### src/rtl/cpu_types_pkg.sv
// Shared CPU types: register index and pipeline sequencer state.
package cpu_types_pkg;

    localparam int REG_IDX_W = 5;

    typedef logic [REG_IDX_W-1:0] regbits_t;

    typedef enum logic [1:0] {
        RUN   = 2'd0,
        DDONE = 2'd1,
        HALT  = 2'd2
    } ctrl_state_t;

endpackage

### src/rtl/pipeline_ctrl_load_use_detect.sv
// Load-use hazard comparator between ID/EX load and IF/ID sources.
module load_use_detect
    import cpu_types_pkg::*;
(
    input  logic     memread_ex,
    input  regbits_t rd_ex,
    input  regbits_t rs_id,
    input  regbits_t rt_id,
    input  logic     uses_rt_id,
    output logic     lu
);

    logic rs_hit;
    logic rt_hit;

    assign rs_hit = (rd_ex == rs_id);
    assign rt_hit = uses_rt_id & (rd_ex == rt_id);
    assign lu     = memread_ex & (rd_ex != '0) & (rs_hit | rt_hit);

endmodule

### src/rtl/pipeline_ctrl.sv
// Five-stage pipeline sequencer: memory wait, load-use, redirects,
// data-done tracking, halt latch and stall counter.
module pipeline_ctrl
    import cpu_types_pkg::*;
#(
    parameter int REG_W       = 5,
    parameter int STALL_CNT_W = 16
) (
    input  logic                   CLK,
    input  logic                   RST,
    input  logic                   ihit,
    input  logic                   dhit,
    input  logic                   dmemREN_mem,
    input  logic                   dmemWEN_mem,
    input  logic                   memread_ex,
    input  logic [REG_W-1:0]       rd_ex,
    input  logic [REG_W-1:0]       rs_id,
    input  logic [REG_W-1:0]       rt_id,
    input  logic                   uses_rt_id,
    input  logic                   branch_taken_ex,
    input  logic                   jump_id,
    input  logic                   halt_wb,
    output logic                   pipeline_control,
    output logic                   pc_en,
    output logic                   ifid_enable,
    output logic                   ifid_flush,
    output logic                   idex_enable,
    output logic                   idex_flush,
    output logic                   exmem_enable,
    output logic                   exmem_flush,
    output logic                   memwb_enable,
    output logic                   memwb_flush,
    output logic                   dmem_mask,
    output logic                   halted,
    output logic [STALL_CNT_W-1:0] stall_cycles
);

    ctrl_state_t state, state_nxt;
    logic        lu;
    logic        lu_apply;
    logic        memreq;
    logic        adv;
    logic        stall_inc;

    load_use_detect u_lu (
        .memread_ex (memread_ex),
        .rd_ex      (regbits_t'(rd_ex)),
        .rs_id      (regbits_t'(rs_id)),
        .rt_id      (regbits_t'(rt_id)),
        .uses_rt_id (uses_rt_id),
        .lu         (lu)
    );

    // Masking in DDONE keeps the finished access from being reissued.
    assign dmem_mask = (state == DDONE) & ~RST;
    assign memreq    = (dmemREN_mem | dmemWEN_mem) & ~dmem_mask;

    always_comb begin
        adv       = 1'b0;
        state_nxt = state;
        case (state)
            RUN: begin
                adv = ihit & (~memreq | dhit);
                if (halt_wb)
                    state_nxt = HALT;
                else if (memreq & dhit & ~ihit)
                    state_nxt = DDONE;
            end
            DDONE: begin
                adv = ihit;
                if (halt_wb)
                    state_nxt = HALT;
                else if (ihit)
                    state_nxt = RUN;
            end
            HALT:    state_nxt = HALT;
            default: state_nxt = RUN;
        endcase
        if (halt_wb | RST)
            adv = 1'b0;
    end

    assign pipeline_control = adv;
    assign lu_apply         = adv & ~branch_taken_ex & lu;
    assign stall_inc        = (state != HALT) & (~adv | lu_apply);
    assign exmem_flush      = 1'b0;
    assign memwb_flush      = 1'b0;

    always_comb begin
        pc_en        = 1'b0;
        ifid_enable  = 1'b0;
        ifid_flush   = 1'b0;
        idex_enable  = 1'b0;
        idex_flush   = 1'b0;
        exmem_enable = 1'b0;
        memwb_enable = 1'b0;
        if (adv) begin
            exmem_enable = 1'b1;
            memwb_enable = 1'b1;
            idex_enable  = 1'b1;
            // Branch outranks load-use: the stalled consumer is flushed anyway.
            priority case (1'b1)
                branch_taken_ex: begin
                    pc_en       = 1'b1;
                    ifid_enable = 1'b1;
                    ifid_flush  = 1'b1;
                    idex_flush  = 1'b1;
                end
                lu: begin
                    idex_flush = 1'b1;
                end
                jump_id: begin
                    pc_en       = 1'b1;
                    ifid_enable = 1'b1;
                    ifid_flush  = 1'b1;
                end
                default: begin
                    pc_en       = 1'b1;
                    ifid_enable = 1'b1;
                end
            endcase
        end
    end

    always_ff @(posedge CLK or posedge RST) begin
        if (RST) begin
            state        <= RUN;
            halted       <= 1'b0;
            stall_cycles <= '0;
        end else begin
            state <= state_nxt;
            if (state_nxt == HALT)
                halted <= 1'b1;
            if (stall_inc && (stall_cycles != '1))
                stall_cycles <= stall_cycles + 1'b1;
        end
    end

endmodule

### config.mk
export PLATFORM = sky130hd
export DESIGN_NAME = pipeline_ctrl
export DESIGN_NICKNAME = d
export VERILOG_FILES = /design/src/rtl/cpu_types_pkg.sv /design/src/rtl/pipeline_ctrl_load_use_detect.sv /design/src/rtl/pipeline_ctrl.sv
export SDC_FILE = /design/constraint.sdc
export NUM_CORES = 1
export LEC_CHECK = 0
export ABC_AREA = 1
export BUFFER_PORTS_ARGS = -buffer_cell sky130_fd_sc_hd__buf_2
export CAP_MARGIN = 25
export CORE_ASPECT_RATIO = 0.8
export CORE_MARGIN = 2
export CORE_UTILIZATION = 45
export CTS_CLUSTER_DIAMETER = 150
export CTS_CLUSTER_SIZE = 12
export DETAILED_ROUTE_END_ITERATION = 16
export PLACE_DENSITY = 0.7
export SLEW_MARGIN = 20
export SYNTH_ARGS = -nofsm -noshare
export SYNTH_HDL_FRONTEND = slang
export SYNTH_SLANG_ARGS = --single-unit
### constraint.sdc
create_clock -name CLK -period 3.66 [get_ports CLK]
set_clock_uncertainty 0.05 [all_clocks]
set_input_delay 0.366 -clock CLK [delete_from_list [all_inputs] [get_ports CLK]]
set_output_delay 0.366 -clock CLK [all_outputs]
set_load 0.005 [all_outputs]
==> results of run 1 <==
[sequential cells by signal, indices dropped and copies added, names as in the netlist]
register / flops
state: 2
stall_cycles: 16
halted: 1
[cell families after synthesis]
kind of cell	Yosys count
AND/OR/NAND/NOR	134
AO/OA/AOI/OAI	6
buffers and inverters	37
flip-flops	19
other	1
adder cells (fa/ha/maj)	1
XOR/XNOR	15
[critical path, cell delays in order, from the launching register on]
cell and delay (ns):
dfrtp_1 0.42, nor2_1 0.16, nand3_1 0.10, a21oi_2 0.28, nand2_4 0.21, nor2_1 0.12
buf_2 0.12
[metrics by stage]
| stage | utilization | worst slack (ns) | power (mW) |
|---|---|---|---|
| after floorplan | - | 1.53 | 0.270 |
| after global placement | 0.549 | 1.64 | 0.300 |
| after detailed placement | 0.549 | 1.60 | 0.302 |
| after CTS | 0.563 | 1.57 | 0.449 |
| after global routing | 0.563 | 1.44 | 0.472 |
| final | 0.563 | 1.58 | 0.444 |
[cells in the final DEF, fill, tap and decap left out, drive strengths merged]
master	instances
o22ai	1
a21boi	1
or2	2
xor2	7
dfrtp	19
xnor2	8
buf	52
nand3	27
nand4	3
o21ai	1
conb	2
nand2	76
clkbuf	4
nand3b	1
inv	28
a21oi	3
ha	1
nor4	1
nor3	5
nor2	19
[power by group through the flow]
| stage | Combinational (mW) | Clock [mW] | Sequential (mW) |
|---|---|---|---|
| 5_1_grt | 0.0820 | 0.159 | 0.231 |
| 6_report | 0.0694 | 0.146 | 0.229 |
| 3_5_place_dp | 0.0700 | 0 | 0.232 |
| 3_3_place_gp | 0.0678 | 0 | 0.232 |
| 4_1_cts | 0.0703 | 0.150 | 0.228 |
| 2_1_floorplan | 0.0387 | 0 | 0.232 |
[layout make-up]
| cell class | instances | area (um2) | share of cell area |
|---|---|---|---|
| well taps | 40 | 50.0 | 0.0290 |
| repair buffers | 52 | 263 | 0.152 |
| flip-flops and latches | 19 | 475 | 0.276 |
| inverters | 28 | 105 | 0.0609 |
| clock buffers | 4 | 45.0 | 0.0261 |
| multi-input cells | 158 | 787 | 0.456 |
[Yosys cell counts, types with 2 or more instances]
library cell | count | area share
inv_2 | 4 | 0.010
nand2_1 | 74 | 0.19
a21oi_1 | 2 | 0.0070
or2_2 | 2 | 0.0087
buf_4 | 7 | 0.037
nor2_1 | 17 | 0.045
dfrtp_1 | 19 | 0.33
nand3_1 | 26 | 0.091
xor2_1 | 7 | 0.043
nand4_1 | 3 | 0.013
xnor2_1 | 8 | 0.049
nand2_4 | 2 | 0.016
nor3_1 | 5 | 0.017
inv_1 | 24 | 0.063
[metal layers]
layer,vias up,GRT usage,routed length [um],part of all wire
li1,750,-,-,-
met5,-,0,0,0
met4,0,0.0340,8,0.0024
met2,32,0.340,1440,0.43
met1,658,0.285,1710,0.51
met3,2,0.0473,172,0.052
[path summary, 6_finish.rpt]
| check | start | endpoint | slack [ns] | cells past startpoint |
|---|---|---|---|---|
| min in group CLK | ihit | state[0]$_DFF_PP0_ | 0.23 | 2 |
| setup / recovery | state[1]$_DFF_PP0_ | ifid_flush | 1.58 | 6 |
| hold reg to reg | halted$_DFFE_PP0N_ | halted$_DFFE_PP0N_ | 0.42 | 1 |
| max in group asynchronous | RST | stall_cycles[13]$_DFFE_PP0P_ | 3.27 | 3 |
| hold / removal | RST | stall_cycles[3]$_DFFE_PP0P_ | 0.09 | 3 |
| setup reg to reg | stall_cycles[0]$_DFFE_PP0P_ | stall_cycles[15]$_DFFE_PP0P_ | 1.81 | 9 |
==> results list, run 1 <==
- Area after DPL: 0.00168 mm2
* Iteration count of the initial detailed-routing pass: 4
- Critical Path RT: 3.24 ns
- After detailed routing, the number of remaining DRC violations is 0.
- The number of placed instances, taps included, is 297.
- The net count of the finished layout is 289.
- #FFs+latches synth: 19
- The routed layout has 1442 vias.
- Sink count of the clock tree: 19
- Number of global-route vias before repair: 1313
- Number of synthesized flops with an enable pin: 0
- Combinational cell fraction of total power: 0.156
- Clock latency on the worst-skew pair, taken at its later pin, is 0.25 ns.
- Global routing finished with a remaining overflow of 0.
* Antenna-violating nets left: 0
- Root buffer cell: clkbuf_8
* Leading register cell type out of synthesis: dfrtp_1
- Buffer depth of the longest clock path: 2
* Static leakage power: 1.01 nW
- TritonCTS built the clock tree.
- In this run, the number of DRC markers left after iteration 0 of detailed routing was 63.
- 0 antenna diodes ended up in the layout.
* Share of synthesized cell area in full adder, half adder and majority cells: 0.00873
* Async set-reset flop share out of synthesis: 1.00
* Share of cells above drive strength 1: 0.261
- Of the total synthesized cell area, the portion taken by AND, OR, NAND and NOR gates is 0.413.
- Cell area after layout: 0.00173 mm2
- The path class of the tightest hold or removal check is in2async.
- Y dimension of the die: 54.5 um
- In this run, CTS created clock tree buffers numbering 3.
* Maximum Capacitance Violations: 0
* Xor/xnor share of the synthesized area: 0.0917
- Of the total power, the share spent switching nets is 0.266.
- Kind of start point of the critical path: flip-flop
* Sw power: 0.118 mW
- Internal power comes to 0.326 mW.
- Once the clock tree was built, the setup fixing pass inserted 0 buffers.
* P&R area growth vs syn: 20.4%
- Critical Path AT: 1.66 ns
- In this run the horizontal extent of the chip is 67.1 um.
- Sequential share of power: 0.515
- The number of failing hold endpoints at the final stage was 0.
* Fin crit period: 2.08 ns
- For this configuration, the core starts out at a cell density of 0.468.
- Highest attainable clock frequency: 0.481 GHz
- Dividing the detail-routed wire length by the instance count gives 11.0 um.
- Port-buffer cells: 51
- Core area: 0.00306 mm2
* Global-route wire length before repair: 5.74 mm
* Post-synthesis area per instance: 6.73 um2
- The layout has 302 filler cells.
- Post-Synthesis Cells: 213
- IR analysis of the VDD net gives a maximum drop of 247 uV.
- For this run, the register share of the synthesized area comes to 0.332.
* Mux share of post-synthesis cell area: 0
- In this run, post-CTS repair resized a total of 0 instances.
* Die area: 0.00365 mm2
- Sum of negative setup slack: 0 ns
* Final non-filler cell total: 301
* Antenna violations before repair: 0
* Number of distinct library cells after synthesis: 27
* CTS clock-pin slew for the worst setup and hold paths: 0.07 ns
- Hold-fix buffers at CTS: 0
- Setup-failing EPs final: 0
- Part of the power in the clock network: 0.329
- Run status: complete, no violations
* Pwr dens: 257 mW/mm2
- Post-synth design cell area: 0.00143 mm2
- The wire-length estimate of the detail-placed layout is 2.60 mm.
* Synthesized-area fraction occupied by ao, oa, aoi and oai cells: 0.0306
- In the global route stage, overall resource usage came out at 0.207.
- 54 I/O pins were placed.
* Syn. warnings: 0
- Dominant combinational cell family by area after synthesis: simple AND/OR/NAND/NOR gates
- CTS H-tree depth: 1
* Routability congestion estimate from global placement: 0.829
- Setup repair after global routing left no endpoint under its margin.
- Of the available clock period, the critical path in the final layout requires 0.568.
- Wires add up to 3.32 mm.
- Of all nets on the critical path, the largest fanout is 19.
- The floorplan has 18 rows.
- Slew Limit Fails: 0
* WHS: 0.0876 ns
* Type of destination of the critical path: output port
- Via density: 4.79
* CP Class: reg2out
- Entering global routing, the biggest net connects 21 pins.
Power figures use the tool's default switching activity.
==> run 2: changes to the inputs <==
- CORE_UTILIZATION: 45 -> 44
- PLACE_DENSITY: 0.7 -> 0.72
- clock period: 3.66 -> 1.9 ns (I/O delays scaled with it)
==> run 2 against run 1 <==
Non-clock buffer count is 3 higher; total power is 94% higher; register-to-register slack worse by 1.6 ns; sequential share of layout area is 0.89 points lower; first-iteration DRC count is 17% higher; combinational power is 99% higher; core utilization is 1.0 points higher; flip-flop and latch count stayed put; via count is 0.21% higher; critical endpoint is now idex_flush.
==> results list, run 2 (synthesis results as in run 1) <==
- The run finished with clean final reports.
* Antenna diode instance count: 0 (unchanged)
* Kind of start point of the critical path: flip-flop
- Pwr dens: 482 mW/mm2 (+87%)
* Initial core utilization: 0.461 (-0.00678)
* Highest attainable clock frequency: 0.551 GHz
- The area growth from synthesis to layout is 24.5%.
* Top layer reached by signal wires: met4
- The initial antenna violation count came to 0 (unchanged).
- The worst IR drop on VDD came to 299 uV (+21%).
* Reg with most FFs: stall_cycles
- The per-cell routed wire length is 11.0 um (-0.54%).
- Sum of negative setup slack: 0 ns (unchanged)
- The max-slew violation total from the final report was 0 (unchanged).
- Number of global-route vias before repair: 1317 (+0.30%)
- The final-stage net count was 292 (+1.0%).
- Congestion Overflow GR: 0 (unchanged)
- The wire length on met3 is 239 um (+39%).
- The number of buffers inserted by port buffering is 51 (unchanged).
- The final instance area was 0.00178 mm2 (+3.3%).
* Root buffer cell: clkbuf_8
* Commonest non-fill, non-tap cells in the layout: nand2_1, buf_2, nand3_1
* Maximum number of pins on one net before global-route repair: 20 (-4.8%)
- Iteration count of the initial detailed-routing pass: 4 (unchanged)
- Number of buffers created by CTS: 3 (unchanged)
- The largest registers in the layout are stall_cycles (16), state (2), halted (1).
* Y dimension of the die: 55.0 um (+1.0%)
- Biggest cell delay along the critical path: 0.43 ns (about the same)
* Total power after layout: 0.860 mW (+94%)
- The total number of placement rows is 18 (unchanged).
* Global-route wire length before repair: 5.73 mm (-0.12%)
- CP Class: reg2out
- The number of nets with antenna violations after detailed routing came to 0 (unchanged).
- The source-to-sink clock delay at the later pin of the worst-skew pair came to 0.25 ns (about the same).
- The number of flip-flops in the largest register was 16 (unchanged).
- The H-tree level count was 1 (unchanged).
* Post-DP HPWL: 2.48 mm (-4.7%)
- The number of failing setup endpoints in the final timing report came to 0 (unchanged).
- Routability congestion estimate from global placement: 0.823 (-0.75%)
- Type of destination of the critical path: output port
- The slowest stage of the critical path is the dfrtp_1 cell.
- The critical path data arrival time came to 1.58 ns (-0.08 ns).
- CTS tree: yes
* CTS clock-pin slew for the worst setup and hold paths: 0.07 ns (about the same)
- The routed metal-1 wirelength is 1.63 mm (-4.5%).
- The placed cell count is 297 (unchanged).
- The worst path needs 1.82 ns of the cycle, external delays included.
- Core area: 0.00311 mm2 (+1.5%)
* DRT iter0 DRCs: 74 (+17%)
- Classification of the worst-slack hold path: in2reg
* Die area: 0.00373 mm2 (+2.1%)
- Most common cell after layout, fill and taps aside: nand2_1
- Buffer depth of the longest clock path: 2 (unchanged)
- Floorplan die width: 67.8 um (+1.1%)
- GRT Util Overall: 0.205 (-0.00222)
- Area after DPL: 0.00168 mm2 (unchanged)
* Residual DRC count: 0 (unchanged)
- In the finished design, the share of the clock period the worst path needs comes to 0.956.
* Sink count of the clock tree: 19 (unchanged)
* Maximum Capacitance Violations: 0 (unchanged)
- The static leakage is 1.03 nW (+1.5%).
- The post-layout instance count excluding filler cells came to 304 (+1.0%).
- Maximum fanout along the worst path: 6 (-13)
- The aggregate routed wire length was 3.34 mm (+0.45%).
- The number of failing hold endpoints at the final stage was 0 (unchanged).
* Via density: 4.75 (-0.78%)
- The via count of the routed design was 1445 (+0.21%).
- Share of cells above drive strength 1: 0.273 (+0.0122)
- The critical path goes through nor2_2 > nand3_1 > a21oi_4 > a21boi_0 > buf_2.
* IO Pins: 54 (unchanged)
- Setup repair after global routing missed its margin: false
- Fraction of the core area covered by cells at the end of the flow: 0.574 (+0.0104)
* Total met2 wirelength after detailed routing: 1.44 mm (about the same)
* Critical Path RT: 1.66 ns (-1.58 ns)
[run 2: metal layers]
metal / global-route usage / up-vias
met5: 0 / -
met2: 0.324 / 46
met1: 0.285 / 636
li1: - / 759
met3: 0.0526 / 4
met4: 0.0433 / 0
[run 2: final timing paths]
check	start	endpoint	slack, ns	depth (start not counted)
worst min-delay path	ihit	state[0]$_DFF_PP0_	0.06	2
worst max register to register	stall_cycles[0]$_DFFE_PP0P_	stall_cycles[12]$_DFFE_PP0P_	0.21	9
min in group asynchronous	RST	state[0]$_DFF_PP0_	0.50	4
worst max-delay path	state[1]$_DFF_PP0_	idex_flush	0.08	5
max in group asynchronous	RST	stall_cycles[8]$_DFFE_PP0P_	1.10	4
worst min register to register	halted$_DFFE_PP0N_	halted$_DFFE_PP0N_	0.44	1
[run 2: final cells by class]
type	instances	area [um2]
well taps	40	50.0
multi-input cells	158	817
inverters	28	108
repair buffers	55	288
fillers	299	1330
flip-flops and latches	19	475
clock buffers	4	45.0
[run 2: critical path, delay by kind of cell (launching register included)]
| kind | cells | cell delay (ns) |
|---|---|---|
| AND/OR/NAND/NOR | 2 | 0.27 |
| flip-flops | 1 | 0.43 |
| AO/OA/AOI/OAI | 2 | 0.47 |
| buffers and inverters | 1 | 0.14 |
[run 2: metrics by stage]
stage / setup slack, ns / hold slack [ns]
2_1_floorplan: 0.120 / 0.0997
3_3_place_gp: 0.173 / 0.214
3_5_place_dp: 0.127 / 0.212
4_1_cts: 0.0378 / 0.0495
5_1_grt: 0.0189 / 0.0589
6_report: 0.0835 / 0.0570
[run 2: repair_timing]
item | in CTS | in global routing
endpoints found under the setup margin | 1 | 19
pin swaps | 0 | 1
gates cloned | 0 | 0
endpoints found under the hold margin | 19 | 0
resized for setup | 1 | 6
hold buffers | 1 | 0
buffers inserted | 0 | 2
[run 2: report_power, final]
part	internal, mW	leakage, nW	switching (mW)
sequential	0.419	0.252	0.0224
combinational	0.0632	0.752	0.0749
clock	0.149	0.0228	0.132
